--- config.mk ---
export PLATFORM = sky130hd
export DESIGN_NAME = nano_dsi_lane_tx
export DESIGN_NICKNAME = d
export VERILOG_FILES = /design/src/rtl/nano_dsi_pkg.sv /design/src/rtl/nano_dsi_timer.sv /design/src/rtl/nano_dsi_lane_tx.sv
export SDC_FILE = /design/constraint.sdc
export NUM_CORES = 1
export LEC_CHECK = 0
export ABC_AREA = 0
export CORE_ASPECT_RATIO = 2
export CORE_UTILIZATION = 30
export CTS_CLUSTER_DIAMETER = 200
export DETAILED_ROUTE_END_ITERATION = 6
export GPL_TIMING_DRIVEN = 1
export PLACE_DENSITY_LB_ADDON = 0.05
export SLEW_MARGIN = 40
export SYNTH_ARGS = -nofsm -noshare
export SYNTH_HDL_FRONTEND = slang
export SYNTH_SLANG_ARGS = --single-unit
--- constraint.sdc ---
create_clock -name clk -period 5.5 [get_ports clk]
set_clock_uncertainty 0.15 [all_clocks]
set_input_delay 0.825 -clock clk [delete_from_list [all_inputs] [get_ports clk]]
set_output_delay 0.825 -clock clk [all_outputs]
set_load 0.01 [all_outputs]
--- src/rtl/nano_dsi_pkg.sv ---
`default_nettype none
// ============================================================================
// Module   : nano_dsi_pkg
// Brief    : Shared FSM encoding, SoT byte and LP line levels for the DSI
//            data-lane transmitter.
// Revision : 1.0
// ============================================================================
package nano_dsi_pkg;

    typedef enum logic [3:0] {
        ST_IDLE     = 4'd0,
        ST_LP01     = 4'd1,
        ST_LP00     = 4'd2,
        ST_HS_ZERO  = 4'd3,
        ST_HS_SYNC  = 4'd4,
        ST_HS_SOT   = 4'd5,
        ST_HS_DATA  = 4'd6,
        ST_HS_TRAIL = 4'd7,
        ST_HS_EXIT  = 4'd8
    } state_e;

    localparam logic [7:0] c_SOT_BYTE = 8'hB8;

    // LP levels packed as {lp_p, lp_n}
    localparam logic [1:0] c_LP_11 = 2'b11;
    localparam logic [1:0] c_LP_01 = 2'b01;
    localparam logic [1:0] c_LP_00 = 2'b00;

    function automatic logic [1:0] lp_level(input state_e s);
        case (s)
            ST_IDLE, ST_HS_EXIT: lp_level = c_LP_11;
            ST_LP01:             lp_level = c_LP_01;
            default:             lp_level = c_LP_00;
        endcase
    endfunction

endpackage
`default_nettype wire

--- src/rtl/nano_dsi_timer.sv ---
`default_nettype none
// ============================================================================
// Module   : nano_dsi_timer
// Brief    : Loadable down-counter; expire_o is high while the count is zero.
// Revision : 1.0
// ============================================================================
module nano_dsi_timer #(
    parameter int TW = 8
) (
    input  logic          clk,
    input  logic          rst,
    input  logic          load_i,
    input  logic [TW-1:0] load_val_i,
    output logic          expire_o
);

    logic [TW-1:0] count_q;
    logic [TW-1:0] count_d;

    always_comb begin
        count_d = count_q;
        if (load_i) begin
            count_d = load_val_i;
        end else if (count_q != '0) begin
            count_d = count_q - TW'(1);
        end
    end

    always_ff @(posedge clk or posedge rst) begin
        if (rst) begin
            count_q <= '0;
        end else begin
            count_q <= count_d;
        end
    end

    assign expire_o = (count_q == '0);

endmodule
`default_nettype wire

--- src/rtl/nano_dsi_lane_tx.sv ---
`default_nettype none
// ============================================================================
// Module   : nano_dsi_lane_tx
// Brief    : MIPI DSI data-lane transmitter: LP-11 -> LP-01 -> LP-00 -> HS
//            burst (zero, SoT, payload, trail) -> LP-11, OUT_W bits per clk.
// Revision : 1.0
// ============================================================================
module nano_dsi_lane_tx
    import nano_dsi_pkg::*;
#(
    parameter int OUT_W = 1,
    parameter int TW    = 8
) (
    input  logic             clk,
    input  logic             rst,
    output logic             lp_p,
    output logic             lp_n,
    output logic [OUT_W-1:0] hs_p,
    output logic [OUT_W-1:0] hs_n,
    input  logic             hs_start,
    input  logic [7:0]       hs_data,
    input  logic             hs_last,
    output logic             hs_ack,
    output logic             hs_rdy,
    input  logic             clk_sync,
    input  logic [TW-1:0]    cfg_lpx,
    input  logic [TW-1:0]    cfg_hs_prep,
    input  logic [TW-1:0]    cfg_hs_zero,
    input  logic [TW-1:0]    cfg_hs_trail,
    input  logic [TW-1:0]    cfg_hs_exit,
    input  logic             abort,
    output logic             busy
);

    localparam int         c_BEATS     = 8 / OUT_W;
    localparam logic [2:0] c_LAST_BEAT = 3'(c_BEATS - 1);

    state_e           state_q;
    state_e           state_d;
    logic [7:0]       shift_q;
    logic [7:0]       shift_d;
    logic [2:0]       beat_q;
    logic [2:0]       beat_d;
    logic             last_q;
    logic             last_d;
    logic             bit7_q;
    logic             bit7_d;
    logic [1:0]       lp_q;
    logic [1:0]       lp_d;
    logic [OUT_W-1:0] hs_p_q;
    logic [OUT_W-1:0] hs_p_d;
    logic [OUT_W-1:0] hs_n_q;
    logic [OUT_W-1:0] hs_n_d;

    logic             w_expire;
    logic             w_beat_end;
    logic             w_ack;
    logic             w_tmr_load;
    logic [TW-1:0]    w_tmr_val;

    assign w_beat_end = (beat_q == c_LAST_BEAT);

    // ------------------------------------------------------------------
    // Phase timer
    // ------------------------------------------------------------------
    nano_dsi_timer #(
        .TW (TW)
    ) u_timer (
        .clk        (clk),
        .rst        (rst),
        .load_i     (w_tmr_load),
        .load_val_i (w_tmr_val),
        .expire_o   (w_expire)
    );

    // ------------------------------------------------------------------
    // FSM
    // ------------------------------------------------------------------
    always_ff @(posedge clk or posedge rst) begin
        if (rst) begin
            state_q <= ST_IDLE;
        end else begin
            state_q <= state_d;
        end
    end

    always_comb begin
        state_d = state_q;
        w_ack   = 1'b0;
        case (state_q)
            ST_IDLE:     if (hs_start && !abort) state_d = ST_LP01;
            ST_LP01:     if (w_expire) state_d = ST_LP00;
            ST_LP00:     if (w_expire) state_d = ST_HS_ZERO;
            ST_HS_ZERO:  if (w_expire) state_d = ST_HS_SYNC;
            ST_HS_SYNC:  if (clk_sync) state_d = ST_HS_SOT;
            ST_HS_SOT: begin
                if (w_beat_end) begin
                    state_d = ST_HS_DATA;
                    w_ack   = 1'b1;
                end
            end
            ST_HS_DATA: begin
                if (w_beat_end) begin
                    if (last_q) begin
                        state_d = ST_HS_TRAIL;
                    end else begin
                        w_ack = 1'b1;
                    end
                end
            end
            ST_HS_TRAIL: if (w_expire) state_d = ST_HS_EXIT;
            ST_HS_EXIT:  if (w_expire) state_d = ST_IDLE;
            default:     state_d = ST_IDLE;
        endcase

        // Abort wins over everything; inside HS_EXIT it simply restarts the exit timer.
        if (abort && (state_q != ST_IDLE)) begin
            state_d = ST_HS_EXIT;
            w_ack   = 1'b0;
        end
    end

    assign w_tmr_load = (state_d != state_q) || (abort && (state_q == ST_HS_EXIT));

    always_comb begin
        w_tmr_val = '0;
        case (state_d)
            ST_LP01:     w_tmr_val = cfg_lpx;
            ST_LP00:     w_tmr_val = cfg_hs_prep;
            ST_HS_ZERO:  w_tmr_val = cfg_hs_zero;
            ST_HS_TRAIL: w_tmr_val = cfg_hs_trail;
            ST_HS_EXIT:  w_tmr_val = cfg_hs_exit;
            default:     w_tmr_val = '0;
        endcase
    end

    // ------------------------------------------------------------------
    // Serialiser
    // ------------------------------------------------------------------
    always_comb begin
        shift_d = shift_q;
        beat_d  = beat_q;
        last_d  = last_q;
        bit7_d  = bit7_q;
        if ((state_q == ST_HS_SYNC) && (state_d == ST_HS_SOT)) begin
            shift_d = c_SOT_BYTE;
            beat_d  = '0;
        end else if (w_ack) begin
            shift_d = hs_data;
            last_d  = hs_last;
            bit7_d  = hs_data[7];
            beat_d  = '0;
        end else if ((state_q == ST_HS_SOT) || (state_q == ST_HS_DATA)) begin
            shift_d = shift_q >> OUT_W;
            beat_d  = beat_q + 3'd1;
        end
    end

    always_ff @(posedge clk or posedge rst) begin
        if (rst) begin
            shift_q <= '0;
            beat_q  <= '0;
            last_q  <= 1'b0;
            bit7_q  <= 1'b0;
        end else begin
            shift_q <= shift_d;
            beat_q  <= beat_d;
            last_q  <= last_d;
            bit7_q  <= bit7_d;
        end
    end

    // ------------------------------------------------------------------
    // Line drivers, registered from the current state (one-cycle lag)
    // ------------------------------------------------------------------
    always_comb begin
        lp_d   = lp_level(state_q);
        hs_p_d = '0;
        hs_n_d = '0;
        case (state_q)
            ST_HS_ZERO, ST_HS_SYNC: begin
                hs_n_d = '1;
            end
            ST_HS_SOT, ST_HS_DATA: begin
                hs_p_d = shift_q[OUT_W-1:0];
                hs_n_d = ~shift_q[OUT_W-1:0];
            end
            ST_HS_TRAIL: begin
                hs_p_d = {OUT_W{~bit7_q}};
                hs_n_d = {OUT_W{bit7_q}};
            end
            default: begin
                hs_p_d = '0;
                hs_n_d = '0;
            end
        endcase
    end

    always_ff @(posedge clk or posedge rst) begin
        if (rst) begin
            lp_q   <= c_LP_11;
            hs_p_q <= '0;
            hs_n_q <= '0;
        end else begin
            lp_q   <= lp_d;
            hs_p_q <= hs_p_d;
            hs_n_q <= hs_n_d;
        end
    end

    assign lp_p   = lp_q[1];
    assign lp_n   = lp_q[0];
    assign hs_p   = hs_p_q;
    assign hs_n   = hs_n_q;
    assign hs_ack = w_ack;
    assign hs_rdy = (state_q == ST_IDLE);
    assign busy   = (state_q != ST_IDLE);

endmodule
`default_nettype wire

# After elaboration in Yosys (flattened, before gate mapping)
# Index checks and enable logic that the tools add are counted.
# word_totals
ff_bits	29
wordCells	76
inputBits	54
output_inout_bits	7
# classes
n_reduce_logical	17
addsub	2
bitwise_logic	3
eq_ne	16
mux	29
# ops
operator	count
2-to-1 mux 4 bit	11
2-to-1 mux 8 bit	5
case mux 8 bit (5 select lines)	1
case mux 4 bit (9 select lines)	1
equality test 4 x 3 -> 1 bit (second input constant)	6
equality test 4 x 2 -> 1 bit (second input constant)	4
2-to-1 mux 3 bit	3
equality test 4 x 1 -> 1 bit (second input constant)	2
equality test 4 bit (second input constant)	2
zero test 8 bit	1
nonzero test 8 bit	1
subtractor 8 x 1 -> 8 bit (second input constant)	1
OR reduction 2 bit	3
logical AND 1 bit	4
zero test 4 bit	1
2-to-1 mux 1 bit	4
inequality test 4 bit	1
case mux 1 bit (2 select lines)	2
case mux 2 bit (2 select lines)	1
nonzero test 4 bit	1
adder 3 x 1 -> 3 bit (second input constant)	1
equality test 3 bit (second input constant)	1
inverter 1 bit	3
case mux 1 bit (3 select lines)	1
5 further kinds	6

# Longest topological paths before layout
# Gate-level depths: netlist of the first run.
# depth
depth_word	9
mapped_depth	11
depth_no_buf	9

# Cells and area by module
# A second synthesis of the first run with hierarchy kept.
# unflattened
hier_cells	246
hier_area_um2	2177.1
# modules_own_cells
mod	seq_area_each_um2	cells_per_inst	n_inst	area_each_um2
nano_dsi_lane_tx	528.0	190	1	1680.4
nano_dsi_timer	200.2	56	1	496.7

# Worst setup path after synthesis of the first run
# No wires, ideal clock.
# synth_timing
path_kind	input to output
from	input abort
to	output hs_ack
n_path_buf	1
cell_stages	4
t_required_ns	4.525
arrival_time_ns	1.742
slack_ns	2.783
cell_sequence	nor2_1 -> o2111ai_1 -> inv_1 -> clkbuf_1
# synth_via
elab_chain_cells	2
# synth_rtl
item	line_no	rtl
from (decl)	nano_dsi_lane_tx.sv:31	input logic abort,
logical AND 1 bit	nano_dsi_lane_tx.sv:117	if (abort && (state_q != ST_IDLE)) begin
2-to-1 mux 1 bit	nano_dsi_lane_tx.sv:117	
to (decl)	nano_dsi_lane_tx.sv:23	output logic hs_ack,
# Every way passes these cells.

# Worst setup path in the final report of the first run
# Same ends and word-level chain as after synthesis.

==> results of run 1 <==
==> state kept, by name, summed over array words and instances, names as in the netlist <==
name and count:
bit7_q 1, u_timer.count_q 8, hs_n 1, last_q 1, lp_q 2, state_q 4, hs_p 1, beat_q 3
shift_q 8
==> cells in the final DEF (no fill, tap or decap), types with 2 or more instances in the layout <==
cell,instances
a211oi_1,10
a21oi_1,12
and2_1,4
and2b_1,5
clkbuf_16,5
clkdlybuf4s50_1,60
dfrtp_1,27
dfstp_2,2
ha_1,5
inv_1,18
mux2i_1,9
nand2_1,31
nand2b_1,4
nand3_1,14
nor2_1,11
nor2b_1,8
nor4_4,2
o2111ai_1,2
o21ai_0,12
o21ai_1,2
o22a_1,3
o22ai_1,6
o31ai_1,13
xnor2_1,6
xor2_1,2
==> cells by family (layout without fill, tap and decap cells) <==
group / after synthesis / count (layout) / share of synthesized area, %
fa+ha+maj: 6 / 6 / 3.337
xor+xnor: 8 / 8 / 3.222
mux: 10 / 10 / 4.661
simple gates: 93 / 93 / 24.11
buf+inv: 30 / 88 / 6.731
compound gates: 73 / 73 / 24.45
flops: 29 / 29 / 33.49
==> per-layer routing <==
| metal | up-vias | share of wire (%) | global-route usage, % |
|---|---|---|---|
| li1 | 1008 | - | - |
| met4 | 0 | 3.3 | 9.302 |
| met2 | 48 | 60 | 39.49 |
| met1 | 961 | 33 | 15.93 |
| met3 | 12 | 4.4 | 4.554 |
| met5 | - | 0 | 0 |
==> metrics by stage <==
step / hold slack [ps] / setup slack (ps)
2_1_floorplan: 287.6 / 2783
3_3_place_gp: 319.0 / 1615
3_5_place_dp: 329.1 / 1579
4_1_cts: 335.3 / 1558
5_1_grt: 358.3 / 1378
6_report: 334.3 / 1592
==> report_power, final <==
group	internal (mW)	total [mW]	switching (mW)
Clock	0.177	0.275	0.0978
Combinational	0.121	0.231	0.110
Sequential	0.245	0.291	0.0464
Total	0.543	0.797	0.254
==> cell type report <==
class                      instances  share of cell area, %
sequential                        29                  24.51
inverter                          19                  2.400
multi-input combinational        190                  43.75
tap                               90                  3.789
timing repair buffer              62                  20.63
clock buffer                       6                  4.674
clock inverter                     1                 0.2526
==> path summary, 6_finish.rpt <==
| path | to | cells after the start | slack (ps) |
|---|---|---|---|
| worst max-delay path | hs_ack | 5 | 1590 |
| worst min-delay path | hs_n$_DFF_PP0_ | 1 | 330 |
| worst max register to register | u_timer.count_q[7]$_DFFE_PP0P_ | 9 | 2440 |
| worst min register to register | hs_n$_DFF_PP0_ | 1 | 330 |
| max in group asynchronous | lp_q[0]$_DFF_PP1_ | 3 | 4100 |
| min in group asynchronous | u_timer.count_q[5]$_DFFE_PP0P_ | 3 | 780 |
==> summary.txt, run 1 <==
Primary FF master, synth: dfrtp_1
DIE AREA: 7614 um^2
Clk slew on worst S/H paths: 50 ps
Crit start category: input pin
Number of hold buffers added after cts: 0
GP Congestion: 0.7706
Max-cap violation count: 0
Critical path's most frequent cell: clkdlybuf4s50_1
Leakage: 1.152 nW
Worst setup EP type: primary output
Netlist cell types: 57
Number of setup buffers added after CTS: 0
First-pass GRT wire length: 10830 um
Inst Count DP: 390
CTS tree: done
CTS H-tree lvls: 2
Port bufs: 60
Launching point of the worst reg2reg path: u_timer.count_q[0]$_DFFE_PP0P_
Top cells by area, synth: dfrtp_1, nand2_1, o31ai_1
Ys async rst share: 100.0%
Final Cell Area: 2972 um^2
Final non-filler cell total: 397
Peak Freq: 255.9 MHz
Synthesis warning total: 0
Worst-margin pin slew: 640.0 ps
Syn Area/Cell: 8.733 um^2
Crit-path leading delay family: buffers and inverters
Fillers: 716
Skew-Pair Late Insertion Delay: 280 ps
Flops & latches, synth: 29
CP max-delay cell: clkdlybuf4s50_1
Crit path kind: input pin to primary output
Io pins: 61
Sum Neg Setup Slack: 0 ps
Vias per cell: 5.111
Final min period: 3908 ps
Clk sinks: 29
Min-delay worst type: register to register
CTS Root Cell: clkbuf_16
Outcome: finished clean
Mapped Area: 2175 um^2
Core ar.: 6994 um^2
Via count: 2029
Remaining Overflow, GRT: 0
Crit path from: abort
Number of gates resized after cts: 0
Antenna viol nets, final: 0
Rows: 43
Area grow syn2layout: 36.65%
Num CTS Buffers: 5
Storage cell area: 728.2 um^2
Synth cell count leaders: nand2_1, dfrtp_1, inv_1
Initial DRC count: 84
Post-DP HPWL: 5393 um
Starting density of the core: 31.09%
Unrepaired setup endpoints after global routing: no
Worst IR Drop VDD: 0.0002332 V
Number of enable flip-flop cells after synthesis: 0
Clk buf depth: 2
Total GRT Usage: 18.92%
CP Buf/Inv Count: 3
Seq/Total Area, Yosys: 33.49%
Number of diodes: 0
Largest net degree at the start of global routing: 30
Synth Instances: 249
Relative slew slack: 57.33%
Post-synth top area share: 31.07%
Placed inst area: 2825 um^2
Nets: 366
Final core utilization: 42.49%
Total Power: 0.7971 mW
Hold Fails Final Rpt: 0
CP max stage delay: 610 ps
Die X: 62.20 um
Largest area contributor in the netlist: dfrtp_1
Power Density: 268.2 nW/um^2
Worst EP arrival: 2930 ps
CP max FO: 14
Data required time of the worst path: 4530 ps
Post-DR wirelength/cell: 17.08 um
Share of layout cells above drive strength 1: 8.795%
Drt first pass iters: 4
Synthesized Nets: 308
Fin crit share: 71.06%
Crit-path cells: clkdlybuf4s50_1 > nor2_1 > o2111ai_1 > inv_1 > clkdlybuf4s50_1
DRC: 0
Area of the multi-input gates: 1300 um^2
Max-slew violation count: 0
Final setup violating endpoints: 0
Min-delay src: shift_q[0]$_DFFE_PP0P_
Post-Route WL: 6780 um
Vias in the first global route: 2149
Chip height: 122.4 um
Most numerous cell in the Yosys netlist: nand2_1
Antenna violations before repair: 0
Power figures use the tool's default switching activity.
==> run 2, diff against run 1 <==
==> constraint.sdc (replaced) <==
create_clock -name clk -period 3.7 [get_ports clk]
set_clock_uncertainty 0.15 [all_clocks]
set_input_delay 0.555 -clock clk [delete_from_list [all_inputs] [get_ports clk]]
set_output_delay 0.555 -clock clk [all_outputs]
set_load 0.01 [all_outputs]
==> run 2 against run 1 <==
Routed wire length about the same; flip-flop and latch count unchanged; critical path depth unchanged; final cell count is 1.5% higher; hold slack improved by 13 ps; non-clock buffer count increased by 5; register-to-register slack worse by 1700 ps; global-route usage rose by 0.18 points.
==> summary.txt, run 2 (synthesis results as in run 1) <==
Outcome: finished clean
R2R cell count: 9 (unchanged)
Skew-Pair Late Insertion Delay: 280 ps (about the same)
Unrepaired setup endpoints after global routing: no
Post-Route WL: 6777 um (about the same)
Fin crit share: 86.03%
Vias per cell: 5.141 (+0.60%)
Max-cap violation count: 0 (unchanged)
Worst setup EP type: primary output
Met3 routed WL: 273 um (-8.4%)
Max-slew violation count: 0 (unchanged)
Area grow syn2layout: 39.59%
Switching share of power: 30.16% (-1.7 points)
Met2 wire length: 3979 um (-1.5%)
Min-delay worst type: register to register
Number of setup buffers added after CTS: 0 (unchanged)
GP Congestion: 0.8420 (+9.3%)
CP max FO: 8 (-6)
Total GRT Usage: 19.10% (+0.18 points)
Leakage: 1.193 nW (+3.6%)
Launching point of the worst reg2reg path: u_timer.count_q[0]$_DFFE_PP0P_
Antenna violations before repair: 0 (unchanged)
Data required time of the worst path: 2990 ps (-1540 ps)
CTS H-tree lvls: 2 (unchanged)
Post-DR wirelength/cell: 16.82 um (-1.5%)
Worst EP arrival: 2480 ps (-450 ps)
DRC: 0 (unchanged)
Worst-margin pin slew: 660.3 ps (+20.33 ps)
Power Density: 416.5 nW/um^2 (+55%)
Most frequent cells in the layout: clkdlybuf4s50_1, nand2_1, dfrtp_1, inv_1, nand3_1
Number of gates resized after cts: 0 (unchanged)
Rows: 43 (unchanged)
Largest net degree at the start of global routing: 30 (unchanged)
Via count: 2072 (+2.1%)
Crit path from: abort
Remaining Overflow, GRT: 0 (unchanged)
Drt first pass iters: 4 (unchanged)
Clk buf depth: 2 (unchanged)
Final min period: 3183 ps
Final setup violating endpoints: 0 (unchanged)
Relative slew slack: 55.93% (-1.4 points)
Clk sinks: 29 (unchanged)
Peak Freq: 314.1 MHz
CTS tree: done
Dpl ws: 486.4 ps (-1092 ps)
Final non-filler cell total: 403 (+1.5%)
Chip height: 122.4 um (unchanged)
Hold Fails Final Rpt: 0 (unchanged)
Share of layout cells above drive strength 1: 10.22% (+1.4 points)
Total Power: 1.264 mW (+59%)
Min-delay src: shift_q[0]$_DFFE_PP0P_
Io pins: 61 (unchanged)
Psw: 0.3812 mW (+50%)
Initial DRC count: 83 (-1.2%)
Die X: 62.20 um (unchanged)
Num CTS Buffers: 5 (unchanged)
First-pass GRT wire length: 10920 um (+0.76%)
Setup WS post-layout: 516.7 ps (-1075 ps)
Number of hold buffers added after cts: 0 (unchanged)
Core ar.: 6994 um^2 (unchanged)
Most common cell after layout, fill and taps aside: clkdlybuf4s50_1
Clk pwr share: 38.1% (+3.6 points)
Sum Neg Setup Slack: 0 ps (unchanged)
Top routing layer used: met4
Antenna viol nets, final: 0 (unchanged)
Vias in the first global route: 2135 (-0.65%)
CTS Root Cell: clkbuf_16
Number of diodes: 0 (unchanged)
DIE AREA: 7614 um^2 (unchanged)
Worst hold path stage count: 1 (unchanged)
Post-DP HPWL: 5376 um (-0.31%)
Clk slew on worst S/H paths: 50 ps (about the same)
Worst IR Drop VDD: 0.0002637 V (+13%)
Starting density of the core: 31.09% (unchanged)
Inst Count DP: 394 (+1.0%)
Nets: 371 (+1.4%)
DRT met1 WL: 2332 um (+5.3%)
Crit start category: input pin
Fillers: 720 (+0.56%)
Comb power frac: 27.9% (-1.1 points)
Crit path kind: input pin to primary output
Largest registers: shift_q (8), u_timer.count_q (8), state_q (4)
Port bufs: 60 (unchanged)
Flop pwr share: 34.0% (-2.5 points)
Pint: 0.8829 mW (+63%)
[run 2: changes by cell type in the layout (fill, tap and decap cells not counted)]
cell / before / now
clkinvlp_4: 1 / 0
clkbuf_1: 0 / 1
buf_4: 1 / 6
buf_2: 1 / 0
clkbuf_2: 0 / 1
bufinv_16: 0 / 1
[run 2: area by class of cell]
cell class                      instances  area (um^2)  area share (%)
Multi-Input combinational cell        190         1300           42.83
Sequential cell                        29        728.2           23.99
Timing Repair Buffer                   67        650.6           21.43
Clock buffer                            7        142.6           4.699
Tap cell                               90        112.6           3.710
Inverter                               19        71.32           2.350
Clock inverter                          1        30.03          0.9893
[run 2: power groups by stage]
stage / combinational [mW] / sequential, mW / clock [mW]
after detailed placement: 0.353 / 0.434 / 0
after global placement: 0.356 / 0.436 / 0
after global routing: 0.394 / 0.435 / 0.504
final: 0.353 / 0.430 / 0.481
after floorplan: 0.241 / 0.417 / 0
after CTS: 0.356 / 0.429 / 0.490
[run 2: final timing paths]
kind	endpoint	slack (ps)
setup reg to reg	u_timer.count_q[1]$_DFFE_PP0P_	730
hold / removal	hs_n$_DFF_PP0_	350
min in group asynchronous	u_timer.count_q[1]$_DFFE_PP0P_	510
max in group asynchronous	lp_q[1]$_DFF_PP1_	2560
hold reg to reg	hs_n$_DFF_PP0_	350
setup / recovery	hs_ack	520
[run 2: stage by stage]
stage | util, % | hold slack (ps) | area, um^2
final | 43.40 | 347.5 | 3035
after detailed placement | 40.86 | 355.0 | 2858
after global placement | 40.86 | 351.6 | 2858
after floorplan | - | 287.6 | 2175
after global routing | 43.40 | 385.1 | 3035
after CTS | 43.33 | 362.9 | 3030
[run 2: critical path, cell delays in order]
cell             delay (ps)
clkdlybuf4s50_1         540
nor2_1                  270
o2111ai_1               380
inv_1                   170
clkdlybuf4s50_1         550
[run 2: routing by layer]
layer  GRT usage (%)  up-vias
li1                -     1023
met1           17.45      979
met2           39.08       59
met3           3.532       11
met4           9.302        0
met5               0        -
==> RTL edit (config.mk and constraints of run 2) <==
Register the input `cfg_hs_prep` before use. The logic sees it one clock later. The other inputs are not delayed to match.
--- a/src/rtl/nano_dsi_lane_tx.sv
+++ b/src/rtl/nano_dsi_lane_tx.sv
@@ -36,4 +36,10 @@
     localparam logic [2:0] c_LAST_BEAT = 3'(c_BEATS - 1);
 
+    logic [TW-1:0] cfg_hs_prep_q;
+
+    always_ff @(posedge clk) begin
+        cfg_hs_prep_q <= cfg_hs_prep;
+    end
+
     state_e           state_q;
     state_e           state_d;
@@ -127,5 +133,5 @@
         case (state_d)
             ST_LP01:     w_tmr_val = cfg_lpx;
-            ST_LP00:     w_tmr_val = cfg_hs_prep;
+            ST_LP00:     w_tmr_val = cfg_hs_prep_q;
             ST_HS_ZERO:  w_tmr_val = cfg_hs_zero;
             ST_HS_TRAIL: w_tmr_val = cfg_hs_trail;
Function: changed (a bounded check fails within 10 cycles, from zero or initial values and one cycle with rst high).
==> RTL edit against run 2 <==
- count of clock-buffer cells in the layout did not move
- worst setup slack got worse by 0.087 ns
- area after synthesis rose by 1.3%
- synthesized cell count fell by 8.0%
- final area rose by 0.87%
- routed wire length rose by 5.6%
- sequential cell count rose by 8
Power is not compared: it rests on default switching activity, and its combinational part moved more than twofold at a synthesized area within 25%.
==> RTL edit: results (changes against run 2) <==
outcome finished, final reports clean (unchanged); Slew @ Worst Pin 0.7876 ns (was 0.6603 ns); CP startpoint u_timer.count_q[0] (was abort); Min Hold Slack 0.3489 ns (was 0.3475 ns); Area after DPL 2912 sq um (was 2858 sq um); # H-tree levels 2 (unchanged); Metal-1 WL 2.328 mm (was 2.332 mm); dpl cells 375 (was 394); met3 GRT Util 3.137% (was 3.532%); post-CTS resize count 0 (unchanged); vias post-DR 1970 (was 2072); Vias per Instance 5.144 (was 5.141); met2 WL post-DR 4.356 mm (was 3.979 mm); diodes inserted 0 (unchanged); Worst path top cell family by delay simple AND/OR/NAND/NOR gates (was buffers and inverters); Reg2Reg Depth 9 (unchanged); HP Start shift_q[0] (unchanged); post-CTS setup repair buffer count 0 (unchanged); Layout fillers 720 (unchanged); ys async rst share 78.38% (was 100.0%); final setup margin 0.4294 ns (was 0.5167 ns); Worst path slowest cell and2_1 (was clkdlybuf4s50_1); CP Capture Point u_timer.count_q[7] (was hs_ack); Area contributors post-synth dfrtp_1 (31%), dfxtp_1 (7.3%), mux2i_1 (5.0%), nand2_1 (4.4%), ha_1 (2.8%) (was dfrtp_1 (31%), nand2_1 (5.4%), o31ai_1 (4.5%), mux2i_1 (4.1%), a211oi_1 (3.5%)); synth warn 0 (unchanged); Arrival @ worst endpoint 3.28 ns (was 2.48 ns); initial antenna violation count 0 (unchanged); Seq/Total Area, Yosys 40.32% (was 33.49%); met3 wire length 203 microns (was 273 microns); Initial DRC Count 70 (was 83); # port buffers 60 (unchanged); worst-path fanout max 9 (was 8); clk buf depth 2 (unchanged); CTS tree done (unchanged); GR Util met2 42.19% (was 39.08%); share of layout cells above drive strength 1 9.898% (was 10.22%); synth unique cells 60 (was 57); vias in the first global route 2163 (was 2135); utilization after layout 43.77% (was 43.40%); Peak VDD IR 312.8 uV; CP max stage delay 0.46 ns (was 0.55 ns); Total GRT Usage 20.00% (was 19.10%); Post-Syn Instances 229 (was 249); hpwl dp 5.801 mm (was 5.376 mm); biggest regs cfg_hs_prep_q (8), shift_q (8), u_timer.count_q (8) (was shift_q (8), u_timer.count_q (8), state_q (4)); first-pass GRT wire length 11.21 mm (was 10.92 mm); Final Net Count 351 (was 371); top cells by count, synth dfrtp_1 (27), nand2_1 (26), nor2_1 (15), a21oi_1 (11), mux2i_1 (11) (was nand2_1 (31), dfrtp_1 (27), inv_1 (18), nand3_1 (14), o31ai_1 (13)); top sig layer met4 (unchanged); Setup TNS 0 ns (unchanged); Clk pin slew, worst setup/hold paths 0.06 ns; Place WS 0.4306 ns (was 0.4864 ns); Total Wirelength 7.154 mm (was 6.777 mm); gp weighted congestion 0.8701 (was 0.8420); global-route met1 utilization 16.92% (was 17.45%); worst min path class flip-flop to flip-flop (unchanged); syn nets 288 (was 308)
-- RTL edit: power breakdown --
part / switching [mW] / internal (mW)
Combinational: 0.0575 / 0.0831
Sequential: 0.0224 / 0.420
Clock: 0.162 / 0.268
-- RTL edit: final cells by class --
class	count	area share, %
multi-input combinational	173	40.33
sequential	37	29.02
timing repair buffer	65	20.84
clock buffer	7	4.659
tap	90	3.678
inverter	10	1.226
clock inverter	1	0.2452
-- RTL edit: kinds of logic after synthesis --
| kind of cell | Yosys count | share of synthesized area [%] |
|---|---|---|
| AOI/OAI and AO/OA | 68 | 23.62 |
| buffers and inverters | 19 | 3.634 |
| and+or+nand+nor | 77 | 18.91 |
| muxes | 16 | 7.893 |
| DFF | 37 | 40.32 |
| xor gates and xnor gates | 7 | 2.783 |
| adders and majority gates | 5 | 2.839 |
